### src/rtl/cache_arbiter_pkg.sv
// Shared LC-3b memory types plus the state encoding and defaults used by
// the I/D cache arbiter (cache_arbiter) and its starvation counter.
package lc3b_types;

    typedef logic [15:0]  lc3b_word;
    typedef logic [127:0] lc3b_c_line;

    // Consecutive D grants (with I waiting) tolerated before I is forced to win.
    localparam int STARVE_LIMIT_DEFAULT = 4;

    typedef enum logic [2:0] {
        IDLE    = 3'd0,
        GRANT_I = 3'd1,
        GRANT_D = 3'd2,
        RESP_I  = 3'd3,
        RESP_D  = 3'd4
    } arb_state_t;

endpackage

### src/rtl/cache_arbiter_starve_ctr.sv
// arb_starve_ctr: counts D grants taken while the I-cache is waiting and
// raises force_i_o once STARVE_LIMIT of them have happened back to back.
module arb_starve_ctr
    import lc3b_types::*;
#(
    parameter int STARVE_LIMIT = STARVE_LIMIT_DEFAULT
) (
    input  logic clk,
    input  logic reset,
    input  logic grant_d_i,
    input  logic grant_i_i,
    input  logic i_pending_i,
    output logic force_i_o
);

    localparam logic [3:0] LIMIT = 4'(STARVE_LIMIT);

    logic [3:0] cnt_q;
    logic [3:0] cnt_d;

    // Next count: any I grant or an uncontested D grant clears, a contested D grant saturates upward.
    always_comb begin
        cnt_d = cnt_q;
        if (grant_i_i) begin
            cnt_d = 4'd0;
        end else if (grant_d_i) begin
            if (!i_pending_i) begin
                cnt_d = 4'd0;
            end else if (cnt_q != LIMIT) begin
                cnt_d = cnt_q + 4'd1;
            end
        end
    end

    // Counter register with synchronous reset.
    always_ff @(posedge clk) begin
        if (reset) begin
            cnt_q <= 4'd0;
        end else begin
            cnt_q <= cnt_d;
        end
    end

    assign force_i_o = (cnt_q == LIMIT);

endmodule

### src/rtl/cache_arbiter.sv
// cache_arbiter: shares one physical-memory port between the I-cache and the
// D-cache. D has priority unless the starvation counter forces an I grant.
// Optional performance counters are built when ARB_PERF_CNT_EN is defined.
module cache_arbiter
    import lc3b_types::*;
#(
    parameter int STARVE_LIMIT = STARVE_LIMIT_DEFAULT,
    parameter int ADDR_W       = $bits(lc3b_word),
    parameter int LINE_W       = $bits(lc3b_c_line)
) (
    input  logic              clk,
    input  logic              reset,
    input  logic              i_mem_read,
    input  logic [ADDR_W-1:0] i_mem_address,
    output logic [LINE_W-1:0] i_mem_rdata,
    output logic              i_mem_resp,
    input  logic              d_mem_read,
    input  logic              d_mem_write,
    input  logic [ADDR_W-1:0] d_mem_address,
    input  logic [LINE_W-1:0] d_mem_wdata,
    output logic [LINE_W-1:0] d_mem_rdata,
    output logic              d_mem_resp,
    output logic              pmem_read,
    output logic              pmem_write,
    output logic [ADDR_W-1:0] pmem_address,
    output logic [LINE_W-1:0] pmem_wdata,
    input  logic [LINE_W-1:0] pmem_rdata,
    input  logic              pmem_resp
`ifdef ARB_PERF_CNT_EN
    ,
    output logic [15:0]       i_grant_cnt,
    output logic [15:0]       d_grant_cnt,
    output logic [15:0]       conflict_cnt
`endif
);

    arb_state_t state_q;
    arb_state_t state_d;

    logic              grant_i;
    logic              grant_d;
    logic              force_i;
    logic              d_req;
    logic              in_grant;
    logic              d_is_write;

    logic [ADDR_W-1:0] addr_q;
    logic [LINE_W-1:0] wdata_q;
    logic              op_read_q;
    logic              op_write_q;
    logic [LINE_W-1:0] i_rdata_q;
    logic [LINE_W-1:0] d_rdata_q;

    assign d_req      = d_mem_read | d_mem_write;
    assign d_is_write = d_mem_write & ~d_mem_read;

    arb_starve_ctr #(
        .STARVE_LIMIT (STARVE_LIMIT)
    ) u_starve (
        .clk         (clk),
        .reset       (reset),
        .grant_d_i   (grant_d),
        .grant_i_i   (grant_i),
        .i_pending_i (i_mem_read),
        .force_i_o   (force_i)
    );

    // Next-state and grant decisions; grants only ever fire from IDLE.
    always_comb begin
        state_d = state_q;
        grant_i = 1'b0;
        grant_d = 1'b0;
        case (state_q)
            IDLE: begin
                if (d_req && !(i_mem_read && force_i)) begin
                    state_d = GRANT_D;
                    grant_d = 1'b1;
                end else if (i_mem_read) begin
                    state_d = GRANT_I;
                    grant_i = 1'b1;
                end
            end
            GRANT_I: if (pmem_resp) state_d = RESP_I;
            GRANT_D: if (pmem_resp) state_d = RESP_D;
            RESP_I:  state_d = IDLE;
            RESP_D:  state_d = IDLE;
            default: state_d = IDLE;
        endcase
    end

    // State register; reset abandons any transaction in flight.
    always_ff @(posedge clk) begin
        if (reset) begin
            state_q <= IDLE;
        end else begin
            state_q <= state_d;
        end
    end

    // Latch the winner's command at grant time and capture read lines on completion.
    always_ff @(posedge clk) begin
        if (reset) begin
            addr_q     <= '0;
            wdata_q    <= '0;
            op_read_q  <= 1'b0;
            op_write_q <= 1'b0;
            i_rdata_q  <= '0;
            d_rdata_q  <= '0;
        end else begin
            if (grant_d) begin
                addr_q     <= d_mem_address;
                op_read_q  <= d_mem_read;
                op_write_q <= d_is_write;
                if (d_is_write) begin
                    wdata_q <= d_mem_wdata;
                end
            end else if (grant_i) begin
                addr_q     <= i_mem_address;
                op_read_q  <= 1'b1;
                op_write_q <= 1'b0;
            end
            if (pmem_resp && op_read_q) begin
                if (state_q == GRANT_I) begin
                    i_rdata_q <= pmem_rdata;
                end
                if (state_q == GRANT_D) begin
                    d_rdata_q <= pmem_rdata;
                end
            end
        end
    end

    assign in_grant     = (state_q == GRANT_I) || (state_q == GRANT_D);
    assign pmem_read    = in_grant & op_read_q;
    assign pmem_write   = in_grant & op_write_q;
    assign pmem_address = addr_q;
    assign pmem_wdata   = wdata_q;
    assign i_mem_resp   = (state_q == RESP_I);
    assign d_mem_resp   = (state_q == RESP_D);
    assign i_mem_rdata  = i_rdata_q;
    assign d_mem_rdata  = d_rdata_q;

`ifdef ARB_PERF_CNT_EN
    logic [15:0] i_grant_cnt_q;
    logic [15:0] d_grant_cnt_q;
    logic [15:0] conflict_cnt_q;

    // Saturating grant and conflict counters.
    always_ff @(posedge clk) begin
        if (reset) begin
            i_grant_cnt_q  <= 16'd0;
            d_grant_cnt_q  <= 16'd0;
            conflict_cnt_q <= 16'd0;
        end else begin
            if (grant_i && i_grant_cnt_q != 16'hFFFF) begin
                i_grant_cnt_q <= i_grant_cnt_q + 16'd1;
            end
            if (grant_d && d_grant_cnt_q != 16'hFFFF) begin
                d_grant_cnt_q <= d_grant_cnt_q + 16'd1;
            end
            if (state_q == IDLE && i_mem_read && d_req && conflict_cnt_q != 16'hFFFF) begin
                conflict_cnt_q <= conflict_cnt_q + 16'd1;
            end
        end
    end

    assign i_grant_cnt  = i_grant_cnt_q;
    assign d_grant_cnt  = d_grant_cnt_q;
    assign conflict_cnt = conflict_cnt_q;
`endif

`ifndef SYNTHESIS
    // A simultaneous D read and write is a protocol violation (read takes precedence).
    always_ff @(posedge clk) begin
        if (!reset) begin
            assert (!(d_mem_read && d_mem_write));
        end
    end
`endif

endmodule

### config.mk
export PLATFORM = sky130hd
export DESIGN_NAME = cache_arbiter
export DESIGN_NICKNAME = d
export VERILOG_FILES = /design/src/rtl/cache_arbiter_pkg.sv /design/src/rtl/cache_arbiter_starve_ctr.sv /design/src/rtl/cache_arbiter.sv
export SDC_FILE = /design/constraint.sdc
export NUM_CORES = 1
export LEC_CHECK = 0
export BUFFER_PORTS_ARGS = -buffer_cell sky130_fd_sc_hd__buf_2
export CAP_MARGIN = 20
export CORE_AREA = 2 2 270 272
export DETAILED_ROUTE_END_ITERATION = 10
export DIE_AREA = 0 0 272 274
export GPL_ROUTABILITY_DRIVEN = 0
export PLACE_DENSITY = 0.4
export SYNTH_ARGS = -nofsm -noshare
export SYNTH_HDL_FRONTEND = slang
export SYNTH_SLANG_ARGS = --single-unit
export TNS_END_PERCENT = 100
### constraint.sdc
create_clock -name clk -period 1.9 [get_ports clk]
set_input_delay 0.38 -clock clk [delete_from_list [all_inputs] [get_ports clk]]
set_output_delay 0.38 -clock clk [all_outputs]
set_load 0.01 [all_outputs]
; ---- Word-level counts from Yosys, hierarchy flattened
; Cells that the tools add are included.
[op_classes]
add_sub_neg = 1
eq_ne = 10
mux = 18
bitwise = 5
reduce_logical = 13
[op_table]
columns = operator, count
row1 = $mux 16, 2
row2 = $mux 3, 4
row3 = $mux 1, 9
row4 = $pmux 3 s3, 1
row5 = $mux 4, 2
row6 = $reduce_and 2->1, 4
row7 = $eq 3x2->1 const B, 2
row8 = $add 4x1->4 const B, 1
row9 = $eq 4x3->1 const B, 1
row10 = $ne 2x2->1 const B, 2
row11 = $ne 4x3->1 const B, 1
row12 = $and 1x1->1, 3
row13 = $eq 3x1->1 const B, 1
row14 = $eq 3x3->1 const B, 1
row15 = $logic_and 1x1->1, 3
row16 = $logic_not 3->1, 1
row17 = $ne 3x3->1 const B, 1
row18 = $reduce_and 3->1, 1
row19 = $ne 2x1->1 const B, 1
row20 = $reduce_bool 2->1, 1
row21 = $reduce_or 2->1, 1
row22 = $logic_not 1->1, 1
row23 = $logic_or 1x1->1, 1
row24 = $not 1->1, 1
row25 = $or 1x1->1, 1
[word_totals]
ff_bits = 409
output_inout_bits = 404
elab_cells = 55

; ---- Depth between registers and ports, before layout
; Gate-level depths: netlist of the first run.
[depth]
depth_word = 8
mapped_depth = 10
depth_no_buf = 6

; ---- By module
; A second synthesis of the first run with hierarchy kept.
[unflattened]
hier_cells = 1935
area_unflattened_um2 = 16993.8
[modules_own_cells]
columns = module, instances, cells_each, area_per_inst_um2, seq_area_each_um2
row1 = cache_arbiter, 1, 1908, 16762.3, 8107.8
row2 = arb_starve_ctr, 1, 27, 231.5, 80.1

; ---- Least setup slack after synthesis of the first run
; Ideal clock, no wire load.
[synth_timing]
path_kind = flip-flop to flip-flop
startpoint = reg u_starve.cnt_q[0]
endpoint = reg wdata_q[90], in the netlist pmem_wdata[90]
arrival_time_ns = 1.886
slack_ns = -0.125
path_stages_with_launch = 11
n_path_buf = 4
synth_period_minus_slack_ns = 2.025
path_cell_list = dfxtp_1 -> inv_1 -> ha_1 -> and4b_1 -> clkbuf_1 -> or4_1 -> buf_2 -> buf_6 -> buf_6 -> nand2_2 -> a21oi_2
[synth_between]
elab_chain_cells = 7
[synth_lines]
columns = element, line
row1 = from (decl), cache_arbiter_starve_ctr.sv:18  ; logic [3:0] cnt_q;
row2 = from (signal assigned), cache_arbiter_starve_ctr.sv:40  ; cnt_q <= cnt_d;
row3 = $eq 4x3->1, cache_arbiter_starve_ctr.sv:44  ; assign force_i_o = (cnt_q == LIMIT);
row4 = $logic_and 1x1->1, cache_arbiter.sv:75  ; if (d_req && !(i_mem_read && force_i)) begin
row5 = $logic_not 1->1, cache_arbiter.sv:75
row6 = $logic_and 1x1->1, cache_arbiter.sv:75
row7 = $mux 1, cache_arbiter.sv:75
row8 = $mux 1, cache_arbiter.sv:73  ; case (state_q)
row9 = $reduce_and 2->1 (no source line), -
row10 = to (signal assigned), cache_arbiter.sv:115  ; wdata_q <= d_mem_wdata;
row11 = to (decl), cache_arbiter.sv:48  ; logic [LINE_W-1:0] wdata_q;
; No other way between the ends.
; A chain may end at the register's enable or synchronous reset.

; ---- Worst setup path in the final report of the first run
[layout_timing]
startpoint = reg u_starve.cnt_q[0]
endpoint = reg wdata_q[14], in the netlist pmem_wdata[14]
; Same word-level chain as after synthesis.

==> metrics.txt, run 1 <==
Post-DP HPWL 45.3 mm; Die W 272 um; Std-Cell Rows between 90 and 100; H-tree depth 2; Leak roughly 9.1 nW; crit start category flip-flop; Synth Flop Type dfxtp_1; synth unique cells 31; Initial Utilization 0.199; final setup fails 21; Yosys reg bits between 400 and 500; placed cells 3386; drt wl/cell 17.7 um; die area ~0.075 mm2; Worst-Margin Slew 529 ps; failing checks negative setup slack; clk root buf clkbuf_16; Fin Setup TNS -185 ps; worst setup slack after layout -25.5 ps; crit path kind reg2reg; commonest non-fill, non-tap cell in the layout nand2_1; Post-synth ARST share 0; initial antenna violation count 26; RSZ-0062 raised after global routing yes; DRC 0; Area Growth Syn to Fin 45.9%; Num CTS Buffers 48; worst-skew pair later-pin latency 570 ps; CP delay by family, top simple AND/OR/NAND/NOR gates; Fin Hold WS a little over 40 ps; final-report hold violation count 0; Min-Delay Path Class in2reg; final worst clock skew 14.3 ps; Vias/cell roughly 4.2; Synth Cell Area 0.0143 mm2; max_slew headroom 0.647; post-synthesis sequential area ratio 0.571; CP bufs+invs 2; Worst Path Max Fanout 92; most frequent cells in the layout nand2_1 (796), buf_2 (693), dfxtp_1 (404); fill count 7947; grt ovf 0; final std cells w/o fill 3501; fin crit share 1.01; Post-synth EDFFs 0; cells after synthesis 1817; DRT antenna net count 0; fin crit period 1930 ps; largest net degree at the start of global routing 93; height of the chip roughly 270 um; critical path capture point type flip-flop; vias in the first global route between 10000 and 15000; Mean Syn Cell Area 7.89 um2; synth warn 0; PwrDens 948 mW/mm2; WL final 62.1 mm; Worst path max stage delay approximately 510 ps; # IOs roughly 700; Via Count 14900; Peak VDD IR 0.000560 V; max frequency 519 MHz; Post-Syn Nets 2113; initial drt markers between 500 and 600; GRT Total Usage 0.157; clock tree buffer depth 3; crit path cell chain inv_2 > ha_2 > and4b_1 > or4_4 > buf_12 > nand2_1 > a21oi_1; Layout Nets roughly 2800; CTS tree built; clk sink count 409; status finished with violations; WP data required about 2300 ps; first-pass GRT wire length 90.6 mm; First-pass DRT Iterations 5; IO Port Bufs about 700; ratio of cells with drive above 1 in the final layout 0.342; Core ar. 0.0720 mm2; Max-Cap Viols 0; worst endpoint data arrival time 2370 ps; Slowest-stage cell, CP or4_4; pins over their slew limit 0; Worst-path clk slew 60 ps
## cell usage after synthesis (all sizes together), types with 2 or more instances
library cell / n / share of area
a211oi: 3 / 0.0016
a21oi: 387 / 0.14
a311oi: 16 / 0.0098
buf: 38 / 0.018
clkbuf: 103 / 0.027
dfxtp: 409 / 0.57
ha: 2 / 0.0017
inv: 2 / 0.00052
nand2: 804 / 0.21
nand2b: 3 / 0.0013
nand3: 2 / 0.00070
nor2: 21 / 0.0055
nor3: 5 / 0.0017
nor3b: 2 / 0.0010
nor4: 4 / 0.0017
or2: 2 / 0.00087
or3: 3 / 0.0017
xnor2: 3 / 0.0018
## final timing paths
path | start | end | slack [ps] | cells past startpoint
min reg2reg | pmem_wdata[58] | pmem_wdata[58] | 450 | 2
min | d_mem_wdata[111] | pmem_wdata[111] | 40 | 3
max | u_starve.cnt_q[0] | pmem_wdata[14] | -30 | 7
max reg2reg | u_starve.cnt_q[0] | pmem_wdata[14] | -30 | 7
## registers in the layout, summed over array words and instances (netlist names)
| signal | cells |
|---|---|
| pmem_wdata | 128 |
| state_q | 3 |
| i_mem_rdata | 128 |
| pmem_address | 16 |
| u_starve.cnt_q | 4 |
| op_read_q | 1 |
| op_write_q | 1 |
| d_mem_rdata | 128 |
## worst register-to-register path: stages (launching register included)
cell and delay, ps:
dfxtp_2 330, inv_2 30, ha_2 160, and4b_1 220, or4_4 510, buf_12 210
nand2_1 260, a21oi_1 70
## what timing repair did
action	4_1_cts	5_1_grt
cloned	0	1
hold buffers	9	0
setup buffers	3	5
setup endpoints to repair	3	144
pin swaps	2	4
resized for setup	10	16
hold endpoints to repair	9	0
## cell type report
cell class              instances  area (um2)  area share
diodes                         11        27.5     0.00132
repair buffers                769        4420       0.211
well taps                     959        1200      0.0574
clock inverters                10        95.1     0.00455
multi-input cells            1265        5590       0.267
inverters                       2        7.51    0.000359
clock buffers                  76        1380      0.0658
flip-flops and latches        409        8190       0.392
## metrics by stage
step	cell area (um2)	utilization	setup slack [ps]	total power, mW
finish	20900	0.291	-25.5	19.8
global route	20900	0.290	-74.4	20.8
floorplan	14300	-	-44.6	10.1
detailed placement	19100	0.266	31.3	11.2
CTS	20700	0.288	-37.8	20.2
global placement	19100	0.266	50.7	11.2
## power breakdown
group	internal [mW]	switching, mW	leakage [nW]
combinational	0.815	1.20	5.02
clock	5.09	3.70	0.712
sequential	8.88	0.151	3.32
## cells by family after synthesis
group                    synth area share
AO/OA/AOI/OAI                       0.152
flip-flops                          0.571
buffers and inverters              0.0455
XOR/XNOR                          0.00183
AND/OR/NAND/NOR                     0.228
adder cells (fa/ha/maj)           0.00175
## metal layers
layer,GRT usage,part of all wire,vias to the layer above
li1,-,-,7230
met1,0.175,0.40,6947
met2,0.262,0.46,538
met3,0.0729,0.11,122
met4,0.0555,0.031,24
met5,0,0.0035,-
Note: power is estimated with default switching activity, not from simulation.
==> run 2, diff against run 1 <==
CORE_AREA = 2 2 272 274   (was 2 2 270 272)
CTS_BUF_LIST = sky130_fd_sc_hd__clkbuf_4 sky130_fd_sc_hd__clkbuf_8   (was unset)
DIE_AREA = 0 0 274 276   (was 0 0 272 274)
PLACE_DENSITY = 0.39   (was 0.4)
clock period = 1.7 ns   (was 1.9 ns; I/O delays follow)
==> run 2 against run 1 <==
Net effect:
- the run still ends with negative setup slack left
- via count up 13%
- clock power up 22%
- critical path type unchanged
- sequential power up 12%
- cell count grew 12%
- die area rose by 1.5%
- worst setup slack worse by 250 ps
- combinational power rose by 86%
==> metrics.txt, run 2 (synthesis gave the netlist of run 1 again) <==
drt wl/cell 19.2 um (+8.0%); Post-DP HPWL 46.0 mm (+1.5%); final-report hold violation count 0 (unchanged); max frequency 507 MHz (-2.3%); HP Start i_mem_read; ratio of cells with drive above 1 in the final layout 0.413 (+0.0708); pins over their slew limit 0 (unchanged); crit start category flip-flop; WL final 75.2 mm (+21%); Area Growth Syn to Fin 87.6%; dpl ws -231 ps (-262 ps); Crit Reg-Reg Startpoint u_starve.cnt_q[0]; Vias/cell 4.28 (+0.94%); Std-Cell Rows 99 (unchanged); First-pass DRT Iterations 5 (unchanged); Pwr Total 24.6 mW (+24%); failing checks negative setup slack; H-tree depth 3 (+1); r2r endpoint pmem_wdata[59]; GRT Total Usage 0.167 (+0.0104); vias in the first global route 16900 (+16%); worst-skew pair later-pin latency 670 ps (+100 ps); Core ar. 0.0726 mm2 (+0.86%); worst setup slack after layout -271 ps (-245 ps); Num CTS Buffers 80 (+67%); final setup fails 225 (+970%); Hold Path End u_starve.cnt_q[1]; largest net degree at the start of global routing 91 (-2.2%); status finished with violations; DRT antenna net count 0 (unchanged); clk sink count 409 (unchanged); die area 0.0756 mm2 (+1.5%); crit path kind reg2reg; critical path capture point type flip-flop; Worst Path Max Fanout 16 (-83%); final worst clock skew 52.0 ps (+37.7 ps); PwrDens 915 mW/mm2 (-3.5%); DRC 0 (unchanged); clock tree buffer depth 3 (unchanged); Worst-path clk slew 60 ps (about the same); first-pass GRT wire length 98.7 mm (+9.0%); WP data required 2230 ps (-110 ps); Worst-Margin Slew 481 ps (-47.8 ps); fin crit share 1.16 (+0.146); initial drt markers 699 (+26%); initial antenna violation count 5 (-81%); IO Port Bufs 697 (unchanged); CTS tree built; fin crit period 1970 ps (+45.1 ps); Die W 274 um (+0.74%); RSZ-0062 raised after global routing yes; most frequent cells in the layout buf_2 (692), nand2_1 (684), dfxtp_1 (404); reg2reg path depth 8 (+1); Layout Nets 3204 (+15%); Via Count 16800 (+13%); Initial Utilization 0.197 (-0.00170); commonest non-fill, non-tap cell in the layout buf_2; # IOs 698 (unchanged); Max-Cap Viols 0 (unchanged); grt ovf 0 (unchanged); Min-Delay Path Class in2reg; Leak 11.8 nW (+30%); worst endpoint data arrival time 2500 ps (+130 ps); worst hold path cell count 4 (+1); max_slew headroom 0.679 (+0.0319); Peak VDD IR 0.000507 V (-9.4%); height of the chip 276 um (+0.73%); R2R Setup Slk -270 ps (-250 ps); clk root buf clkbuf_8
## run 2: cell types whose count changed in the layout (fill, tap and decap cells not counted), sizes merged
cell         change
buf             +65
bufbuf           +1
bufinv           +1
clkbuf          +82
clkinvlp         -2
diode            -8
dlygate4sd3    +281
inv              +2
or4              +1
## run 2: worst max path at each step
stage	from	to	slack, ps	cells past startpoint
after floorplan	u_starve.cnt_q[0]	pmem_wdata[90]	-240	10
after global placement	u_starve.cnt_q[0]	pmem_wdata[127]	-210	7
after detailed placement	u_starve.cnt_q[0]	pmem_wdata[84]	-230	7
after CTS	state_q[0]	pmem_write	-310	4
after global routing	u_starve.cnt_q[0]	pmem_wdata[64]	-320	8
final	u_starve.cnt_q[0]	pmem_wdata[59]	-270	8
## run 2: critical path: stages, from the launching register on
cell and delay, ps:
dfxtp_4 360, inv_4 30, ha_4 130, and4b_2 260, or4_4 530, buf_12 190
clkbuf_16 190, nand2_1 70, a21oi_1 60
## run 2: power by group
| part | total, mW | leakage (nW) | internal, mW | switching (mW) |
|---|---|---|---|---|
| Combinational | 3.74 | 7.58 | 1.90 | 1.85 |
| Clock | 10.7 | 0.910 | 6.16 | 4.57 |
| Sequential | 10.1 | 3.32 | 9.93 | 0.204 |
## run 2: repair_timing
action	in CTS	in global routing
gates resized for setup	84	276
setup buffers	13	30
endpoints found under the setup margin	187	359
hold endpoints to repair	405	0
pin swaps	40	122
gates cloned	13	44
hold buffers	290	0
## run 2: area by class of cell
type	instances	area [um2]
repair buffers	1149	9200
inverters	2	10.0
well taps	959	1200
diodes	3	7.51
fillers	7549	45700
multi-input cells	1266	6550
clock buffers	125	1560
flip-flops and latches	409	8200
clock inverters	11	153
## run 2: through the flow
| stage | hold WS [ps] | std cells | utilization | cell area [um2] | setup TNS [ps] |
|---|---|---|---|---|---|
| 5_1_grt | 98.6 | 3924 | 0.370 | 26900 | -52620 |
| 3_5_place_dp | 441 | 3400 | 0.266 | 19300 | -27370 |
| 4_1_cts | 31.8 | 3852 | 0.340 | 24700 | -36560 |
| 3_3_place_gp | 435 | 3400 | 0.266 | 19300 | -23320 |
| 6_report | 133 | 3924 | 0.370 | 26900 | -32040 |
| 2_1_floorplan | 459 | 1817 | - | 14400 | -26440 |
## run 2: layer usage
layer	global-route usage	vias to the layer above	share of wire	wire (um)
met5	0	-	0.00015	11
met4	0.0798	2	0.040	3000
met3	0.0657	150	0.088	6600
met2	0.280	609	0.49	36600
met1	0.184	7956	0.38	28900
li1	-	8096	-	-
